`config.mk`:
```
export PLATFORM = sky130hd
export DESIGN_NAME = mouse_packet_tracker
export DESIGN_NICKNAME = d
export VERILOG_FILES = /design/src/rtl/mouse_pkg.sv /design/src/rtl/mouse_byte_framer.sv /design/src/rtl/mouse_packet_tracker.sv
export SDC_FILE = /design/constraint.sdc
export NUM_CORES = 1
export LEC_CHECK = 0
export CAP_MARGIN = 10
export CORE_MARGIN = 5
export CORE_UTILIZATION = 50
export DETAILED_ROUTE_END_ITERATION = 16
export GPL_ROUTABILITY_DRIVEN = 0
export PLACE_DENSITY = 0.77
export RECOVER_POWER = 25
export SETUP_SLACK_MARGIN = 0.1
export SKIP_LAST_GASP = 1
export SLEW_MARGIN = 20
export SYNTH_ARGS = -nofsm -noshare
export SYNTH_HDL_FRONTEND = slang
export SYNTH_SLANG_ARGS = --single-unit
```
`constraint.sdc`:
```
create_clock -name CLOCK_50 -period 2.84 [get_ports CLOCK_50]
set_input_delay 0.71 -clock CLOCK_50 [delete_from_list [all_inputs] [get_ports CLOCK_50]]
set_output_delay 0.71 -clock CLOCK_50 [all_outputs]
set_load 0.005 [all_outputs]
```
`src/rtl/mouse_pkg.sv`:
```
// Shared constants, framer state encoding and packet-flag layout for the PS/2 mouse tracker.
package mouse_pkg;

    localparam int SCREEN_W = 320;
    localparam int SCREEN_H = 240;

    // Bit positions inside the first (flags) byte of a standard 3-byte packet.
    localparam int BIT_LEFT  = 0;
    localparam int BIT_RIGHT = 1;
    localparam int BIT_SYNC  = 3;
    localparam int BIT_XSIGN = 4;
    localparam int BIT_YSIGN = 5;
    localparam int BIT_XOVF  = 6;
    localparam int BIT_YOVF  = 7;

    typedef enum logic [1:0] {
        WAIT_B0 = 2'd0,
        WAIT_B1 = 2'd1,
        WAIT_B2 = 2'd2
    } frame_state_t;

    typedef struct packed {
        logic y_ovf;
        logic x_ovf;
        logic y_sign;
        logic x_sign;
        logic right;
        logic left;
    } pkt_flags_t;

    function automatic logic signed [10:0] clamp_pos(input logic signed [10:0] v,
                                                     input int max_v);
        if (v < 0)
            return '0;
        else if (int'(v) > max_v)
            return 11'(max_v);
        else
            return v;
    endfunction

endpackage

```
`src/rtl/mouse_byte_framer.sv`:
```
// Frames the PS/2 byte stream into 3-byte packets; optional inter-byte timeout
// when MOUSE_PKT_TIMEOUT_EN is defined.
//
// state   | meaning
// WAIT_B0 | idle, expecting a flags byte with bit 3 set
// WAIT_B1 | flags held, expecting dx low byte
// WAIT_B2 | dx held, expecting dy low byte (commit on arrival)
module mouse_byte_framer
    import mouse_pkg::*;
`ifdef MOUSE_PKT_TIMEOUT_EN
#(
    parameter int TIMEOUT_CYCLES = 1000000
)
`endif
(
    input  logic       clk_sys,
    input  logic       rst_b,
    input  logic [7:0] rx_data,
    input  logic       rx_valid,
    output logic       commit,
    output pkt_flags_t flags,
    output logic [7:0] dx_lo,
    output logic [7:0] dy_lo,
    output logic       sync_err
);

    frame_state_t state;
    pkt_flags_t   flags_q;
    logic [7:0]   dx_q;
    logic         sync_err_q;

    // dy is consumed straight off the bus so the commit lands one edge after the last strobe.
    assign commit   = rx_valid && (state == WAIT_B2);
    assign flags    = flags_q;
    assign dx_lo    = dx_q;
    assign dy_lo    = rx_data;
    assign sync_err = sync_err_q;

`ifdef MOUSE_PKT_TIMEOUT_EN
    localparam int TMR_W = $clog2(TIMEOUT_CYCLES + 1);
    logic [TMR_W-1:0] tmr;
`endif

    always_ff @(posedge clk_sys or negedge rst_b) begin
        if (!rst_b) begin
            state      <= WAIT_B0;
            flags_q    <= '0;
            dx_q       <= '0;
            sync_err_q <= 1'b0;
`ifdef MOUSE_PKT_TIMEOUT_EN
            tmr        <= '0;
`endif
        end else begin
            sync_err_q <= 1'b0;
            if (rx_valid) begin
`ifdef MOUSE_PKT_TIMEOUT_EN
                tmr <= TMR_W'(TIMEOUT_CYCLES - 1);
`endif
                case (state)
                    WAIT_B0: begin
                        if (rx_data[BIT_SYNC]) begin
                            flags_q.left   <= rx_data[BIT_LEFT];
                            flags_q.right  <= rx_data[BIT_RIGHT];
                            flags_q.x_sign <= rx_data[BIT_XSIGN];
                            flags_q.y_sign <= rx_data[BIT_YSIGN];
                            flags_q.x_ovf  <= rx_data[BIT_XOVF];
                            flags_q.y_ovf  <= rx_data[BIT_YOVF];
                            state          <= WAIT_B1;
                        end else begin
                            sync_err_q <= 1'b1;
                        end
                    end
                    WAIT_B1: begin
                        dx_q  <= rx_data;
                        state <= WAIT_B2;
                    end
                    WAIT_B2: state <= WAIT_B0;
                    default: state <= WAIT_B0;
                endcase
            end
`ifdef MOUSE_PKT_TIMEOUT_EN
            else if (state != WAIT_B0) begin
                if (tmr == '0) begin
                    state      <= WAIT_B0;
                    sync_err_q <= 1'b1;
                end else begin
                    tmr <= tmr - 1'b1;
                end
            end
`endif
        end
    end

endmodule

```
`src/rtl/mouse_packet_tracker.sv`:
```
// PS/2 mouse packet tracker: clamped cursor integration, button levels and left-click pulse.
// Inter-byte timeout is enabled by defining MOUSE_PKT_TIMEOUT_EN.
module mouse_packet_tracker
    import mouse_pkg::*;
#(
    parameter int X_MAX    = SCREEN_W - 1,
    parameter int Y_MAX    = SCREEN_H - 1,
    parameter int X_INIT   = 160,
    parameter int Y_INIT   = 120,
    parameter int Y_INVERT = 1
`ifdef MOUSE_PKT_TIMEOUT_EN
    ,
    parameter int TIMEOUT_CYCLES = 1000000
`endif
) (
    input  logic       CLOCK_50,
    input  logic       resetn,
    input  logic [7:0] rx_data,
    input  logic       rx_valid,
    output logic [8:0] x_position,
    output logic [7:0] y_position,
    output logic       left_held,
    output logic       right_held,
    output logic       left_click,
    output logic       pkt_valid,
    output logic       sync_err
);

    logic       commit;
    pkt_flags_t flags;
    logic [7:0] dx_lo;
    logic [7:0] dy_lo;

`ifdef MOUSE_PKT_TIMEOUT_EN
    mouse_byte_framer #(.TIMEOUT_CYCLES(TIMEOUT_CYCLES)) u_framer (
`else
    mouse_byte_framer u_framer (
`endif
        .clk_sys  (CLOCK_50),
        .rst_b    (resetn),
        .rx_data  (rx_data),
        .rx_valid (rx_valid),
        .commit   (commit),
        .flags    (flags),
        .dx_lo    (dx_lo),
        .dy_lo    (dy_lo),
        .sync_err (sync_err)
    );

    logic signed [10:0] dx, dy, x_sum, y_sum, x_next, y_next;

    // 11-bit signed headroom covers screen coordinate plus any 9-bit delta without wrap.
    always_comb begin
        dx = flags.x_ovf ? '0 : {{3{flags.x_sign}}, dx_lo};
        dy = flags.y_ovf ? '0 : {{3{flags.y_sign}}, dy_lo};
        x_sum = $signed({2'b00, x_position}) + dx;
        if (Y_INVERT != 0)
            y_sum = $signed({3'b000, y_position}) - dy;
        else
            y_sum = $signed({3'b000, y_position}) + dy;
        x_next = clamp_pos(x_sum, X_MAX);
        y_next = clamp_pos(y_sum, Y_MAX);
    end

    always_ff @(posedge CLOCK_50 or negedge resetn) begin
        if (!resetn) begin
            x_position <= 9'(X_INIT);
            y_position <= 8'(Y_INIT);
            left_held  <= 1'b0;
            right_held <= 1'b0;
            left_click <= 1'b0;
            pkt_valid  <= 1'b0;
        end else begin
            pkt_valid  <= commit;
            left_click <= commit & flags.left & ~left_held;
            if (commit) begin
                x_position <= x_next[8:0];
                y_position <= y_next[7:0];
                left_held  <= flags.left;
                right_held <= flags.right;
            end
        end
    end

endmodule

```
==> results of run 1 <==
-- registers in the layout (all words and copies together), names as in the netlist, 2 cells and up --
| register | flops |
|---|---|
| u_framer.flags | 6 |
| u_framer.state | 2 |
| u_framer.dx_lo | 8 |
| x_position | 9 |
| y_position | 8 |
-- cell usage after synthesis (2+ instances only) --
cell       n  area share, %
dfrtp_1   32             33
nand2_1   28            4.3
a21oi_1   19            3.9
ha_1      19            9.7
o21ai_0   15            3.1
mux2_2    14            6.4
inv_1     13            2.0
nor2b_1   12            3.1
nand2b_1  10            2.6
xnor2_1    7            2.5
a32oi_1    6            2.1
dfstp_2    6            6.4
nor2_1     6           0.92
nand3_1    5            1.0
a41oi_1    4            1.4
xor2_1     4            1.4
a211oi_1   3           0.92
a21o_1     3           0.92
nand3b_1   3           0.92
o21a_1     3           0.92
or3_1      3           0.77
a31oi_1    2           0.51
and2_2     2           0.61
clkbuf_1   2           0.31
clkbuf_2   2           0.41
fa_1       2            1.6
nand4_1    2           0.51
nor3_1     2           0.41
nor4_1     2           0.51
o22ai_1    2           0.51
o31ai_1    2           0.61
-- routing by layer --
| metal | track usage [%] | share of wire (%) | vias to the layer above |
|---|---|---|---|
| li1 | - | - | 1038 |
| met5 | 0 | 0 | - |
| met4 | 5.068 | 1.2 | 0 |
| met1 | 23.38 | 44 | 1006 |
| met3 | 3.273 | 2.3 | 7 |
| met2 | 33.36 | 53 | 23 |
-- final timing paths --
check | slack, ns | end
setup / recovery | 0.18 | y_position[1]
hold / removal | 0.48 | left_click
setup reg to reg | 0.38 | x_position[7]
hold reg to reg | 0.48 | left_click
max in group asynchronous | 0.67 | u_framer.flags[4]
min in group asynchronous | 0.94 | u_framer.sync_err
-- area by class of cell --
type / instances / area, um^2 / area share [%]
clock buffers: 6 / 82.58 / 2.611
multi-input cells: 195 / 1475 / 46.64
repair buffers: 56 / 493.0 / 15.59
clock inverters: 2 / 16.27 / 0.5142
flip-flops and latches: 38 / 959.7 / 30.34
well taps: 67 / 83.83 / 2.650
inverters: 14 / 52.55 / 1.661
-- what timing repair did --
item / CTS / global route
setup buffers: 1 / 5
pin swaps: 4 / 7
gates resized for setup: 9 / 7
endpoints found under the setup margin: 8 / 9
-- worst max-delay path: cells and delay by family --
family          cells  cell delay, ns
compound gates      4            0.87
buf+inv             2            0.64
simple gates        3            0.37
fa+ha+maj           1            0.28
-- cells in the final DEF (no fill, tap or decap), drive strengths merged, types with 6 or more instances in the layout --
cell,instances
a32oi,6
clkdlybuf4s50,30
dfrtp,32
mux2,14
nor2,6
a21oi,20
ha,19
nand3,6
clkbuf,7
dfstp,6
xnor2,7
nand2b,10
nand2,28
nor2b,12
buf,24
o21ai,16
inv,14
-- through the flow --
| step | power (mW) | TNS, ns | utilization (%) | std cells |
|---|---|---|---|---|
| 3_5_place_dp | 3.113 | -3.975 | 62.24 | 364 |
| 3_3_place_gp | 3.036 | -2.890 | 62.24 | 364 |
| 5_1_grt | 4.051 | 0 | 66.53 | 378 |
| 6_report | 3.725 | 0 | 66.53 | 378 |
| 2_1_floorplan | 2.296 | 0 | - | 253 |
| 4_1_cts | 3.606 | 0 | 65.16 | 373 |
-- power by group --
group	switching, mW	internal (mW)
combinational	1.11	1.22
sequential	0.207	0.791
clock	0.201	0.200
total	1.51	2.21
-- cell families after synthesis --
family | Yosys count | share of synthesized area (%)
compound gates | 70 | 18.84
xor+xnor | 11 | 3.930
fa+ha+maj | 21 | 11.33
buf+inv | 20 | 3.216
flops | 38 | 39.10
mux | 14 | 6.432
simple gates | 79 | 17.15
==> qor.yml, run 1 <==
viasPerCell: 5.487
leakage_nw: 1.378
core_area_um2: 4755
grt_overflow: 0
hold_path_class: "flop to flop"
cts_buffer_depth: 2
cpPeakStageDelay_ns: 0.47
worstHoldStart: "left_held"
dp_hpwl_mm: 4.268
synth-async-reset-ratio_pct: 100.0
violations: "max-capacitance violations, max-slew violations"
num-fill-cells: 397
start_util_pct: 51.55
grt_max_degree: 39
area_growth_pct: 29.05
status: "finished with violations"
maxSlewViolCount: 39
fin_ws_ns: 0.1784
vias: 2074
synth_enable_flop_cells: 0
crit_fanout: 5
critPathCaptureType: "flop"
io_buffers: 32
grt_pass1_vias: 2033
dieArea_um2: 6402
max-cap-violations: 1
slew_headroom_pct: -26.86
drc_errors: 0
clk_pin_slew_ns: 0.08
drt_iter0_markers: 70
holdWs_ns: 0.4769
ys_ff_latch: 38
vdd_ir_drop_max_uv: 757.0
netlist_area_um2: 2451
worst_pin_slew_ns: 1.903
hold_depth: 1
postCtsHoldBufs: 0
period_share_pct: 93.72
wire_per_inst_um: 14.70
place_ws_ns: -0.5376
yosys_warnings: 0
cts_htree_levels: 2
synthDistinctLibCells: 49
synth_ff_type: "dfrtp_1"
rows: 25
min_period_ns: 2.662
die_x_um: 80.02
cts_inserted_buffers: 5
finalHoldViolCount: 0
nNetsFinal: 342
stdcell_area_um2: 3163
antenna_left: 0
drt_wl_total_mm: 5.556
first_pass_iters: 4
clock_latency_ns: 0.29
placed_area_um2: 2959
seq_area_frac_synth_pct: 39.10
boundaryPins: 33
diodes: 0
synth_cells: 253
die_h_um: 80.02
grt.total_usage_pct: 18.81
skew_ns: 0.006775
critPathKind: "input pin to flop"
synthesis.nets: 285
clock_sinks: 38
setup.worst_path.start: "rx_data[1]"
setup-violations-final: 0
crit_chain: "clkdlybuf4s50_1, nand2b_1, ha_1, nor2b_2, o21ai_2, a2111o_1, o311ai_2, nand4_1, buf_4, a41oi_1"
cts_tree: "done"
critical_path_required_ns: 3.05
fmax_mhz: 375.7
powerDensity_nw_per_um2: 1178
antenna_found_initial: 0
grt_first_pass_wirelength_mm: 9.487
rsz0062_at_grt: "true"
critical_path_arrival_ns: 2.87
cpMaxStageDelayCell: "clkdlybuf4s50_1"
cts_root_buf: "clkbuf_8"
worstSetupStartpointType: "input pin"
layout-drive-gt1-share_pct: 22.83
avgSynthCellArea_um2: 9.688
r2r-start: "u_framer.flags[4]"
ff2ff_path_depth: 9
Note: power is estimated with default switching activity, not from simulation.
==> run 2, diff against run 1 <==
--- a/config.mk
+++ b/config.mk
@@ -6,10 +6,8 @@
 export NUM_CORES = 1
 export LEC_CHECK = 0
 export CAP_MARGIN = 10
-export CORE_MARGIN = 5
 export CORE_UTILIZATION = 50
 export DETAILED_ROUTE_END_ITERATION = 16
-export GPL_ROUTABILITY_DRIVEN = 0
 export PLACE_DENSITY = 0.77
 export RECOVER_POWER = 25
 export SETUP_SLACK_MARGIN = 0.1
==> qor.yml, run 2 (synthesis gave the netlist of run 1 again) <==
boundaryPins: 33  # unchanged
vdd_ir_drop_max_uv: 779.7  # +3.0%
maxSlewViolCount: 39  # unchanged
die_x_um: 72.02  # -10%
place_ws_ns: -0.5796  # -0.04200 ns
hold_depth: 1  # unchanged
min_period_ns: 2.664  # +0.002405 ns
critical_path_arrival_ns: 2.86  # about the same
max-cap-violations: 1  # unchanged
grt.total_usage_pct: 23.30  # +4.5 points
multi_input_area_um2: 1483  # +0.51%
cpMaxStageDelayCell: "fa_2"
ff2ff_path_depth: 9  # unchanged
first_pass_iters: 10  # +6
regMostFlops: "x_position"
cts_buffer_depth: 2  # unchanged
period_share_pct: 93.80  # about the same
drt_wl_total_mm: 5.436  # -2.2%
area_growth_pct: 28.38
largest_register_ffs: 9  # unchanged
powerDensity_nw_per_um2: 1171  # -0.56%
cts_htree_levels: 2  # unchanged
layout_common_cells: "dfrtp_1 (32), clkdlybuf4s50_1 (29), nand2_1 (27)"
start_util_pct: 51.89  # +0.34 points
crit_chain: "clkdlybuf4s15_1, nor2b_2, ha_2, fa_2, nand3b_1, a211oi_2, o22ai_2, nand3_1, o21ai_0, a41oi_2"
worstSetupStartpointType: "input pin"
wire_per_inst_um: 14.50  # -1.4%
grt_max_degree: 39  # unchanged
clock_latency_ns: 0.29  # about the same
dp_hpwl_mm: 4.071  # -4.6%
regArea_um2: 958.4  # -0.13%
cts_root_buf: "clkbuf_8"
io_buffers: 32  # unchanged
fin_util_pct: 66.62  # +0.096 points
cp.depth: 10  # unchanged
core_area_um2: 4723  # -0.66%
cts_inserted_buffers: 5  # unchanged
drc_errors: 2  # +2
fin_ws_ns: 0.1760  # -0.002405 ns
rows: 25  # unchanged
num-fill-cells: 384  # -3.3%
setup-violations-final: 0  # unchanged
layout-drive-gt1-share_pct: 22.08  # -0.75 points
finalHoldViolCount: 0  # unchanged
violations: "design-rule violations, max-capacitance violations, max-slew violations"
clock_sinks: 38  # unchanged
crit_buf_inv: 1  # -1
antenna_found_initial: 0  # unchanged
nNetsFinal: 339  # -0.88%
dieArea_um2: 5186  # -19%
viasPerCell: 5.515  # +0.51%
cpPeakStageDelay_ns: 0.37  # -0.10 ns
critPathCaptureType: "flop"
status: "finished with violations"
place_congestion: 0.8731
grt_overflow: 0  # unchanged
slew_headroom_pct: -33.26  # -6.4 points
final_common_cell: "dfrtp_1"
crit_fanout: 5  # unchanged
hold_path_class: "flop to flop"
diodes: 0  # unchanged
rsz0062_at_grt: "false"
critPathKind: "input pin to flop"
critical_path_required_ns: 3.04  # about the same
worst_pin_slew_ns: 1.999  # +0.09600 ns
vias: 2068  # -0.29%
leakage_nw: 1.373  # -0.37%
grt_pass1_vias: 2127  # +4.6%
die_h_um: 72.02  # -10%
drt_iter0_markers: 74  # +5.7%
antenna_left: 0  # unchanged
skew_ns: 0.008915  # +0.002140 ns
grt_first_pass_wirelength_mm: 9.522  # +0.37%
fmax_mhz: 375.4  # about the same
crit_family: "compound AO/OA/AOI/OAI gates"
postCtsHoldBufs: 0  # unchanged
clk_pin_slew_ns: 0.08  # about the same
cts_tree: "done"
## run 2: routing by layer
layer | part of all wire, % | track usage [%] | vias to the layer above
met3 | 2.0 | 3.611 | 9
met4 | 1.8 | 9.586 | 0
met2 | 51 | 40.99 | 28
met1 | 45 | 28.62 | 1004
met5 | 0 | 0 | -
li1 | - | - | 1027
## run 2: power breakdown
| group | switching [mW] | internal (mW) | leakage [nW] |
|---|---|---|---|
| clock network | 0.195 | 0.195 | 0.0472 |
| registers | 0.204 | 0.790 | 0.462 |
| logic | 1.12 | 1.18 | 0.864 |
## run 2: timing repair
item                                   in CTS  in global routing
resized for setup                           9                  9
setup endpoints to repair                   8                  8
endpoints found under the hold margin       0                  0
buffers inserted                            2                  0
pin swaps                                   5                  6
## run 2: per-stage QoR
| step | hold WS, ns | power (mW) | cells | TNS, ns | cell area (um^2) |
|---|---|---|---|---|---|
| 5_1_grt | 0.4814 | 4.003 | 375 | 0 | 3147 |
| 3_3_place_gp | 0.4429 | 3.030 | 365 | -2.953 | 2967 |
| 3_5_place_dp | 0.4554 | 3.091 | 365 | -4.181 | 2967 |
| 4_1_cts | 0.4610 | 3.601 | 375 | 0 | 3113 |
| 6_report | 0.4648 | 3.685 | 375 | 0 | 3147 |
| 2_1_floorplan | 0.4144 | 2.296 | 253 | 0 | 2451 |
## run 2: path summary, 6_finish.rpt
| path | start | to | slack (ns) |
|---|---|---|---|
| min reg2reg | left_held | left_click | 0.46 |
| min | left_held | left_click | 0.46 |
| max in group asynchronous | resetn | u_framer.dx_lo[7] | 0.71 |
| min in group asynchronous | resetn | left_click | 0.98 |
| max | rx_data[0] | y_position[0] | 0.18 |
| max reg2reg | u_framer.flags[4] | x_position[7] | 0.34 |
## run 2: final cells by class
type,instances,area share (%)
timing repair buffer,53,15.07
clock inverter,2,0.3976
inverter,14,1.670
tap,67,2.664
multi-input combinational,195,47.12
sequential,38,30.46
clock buffer,6,2.624
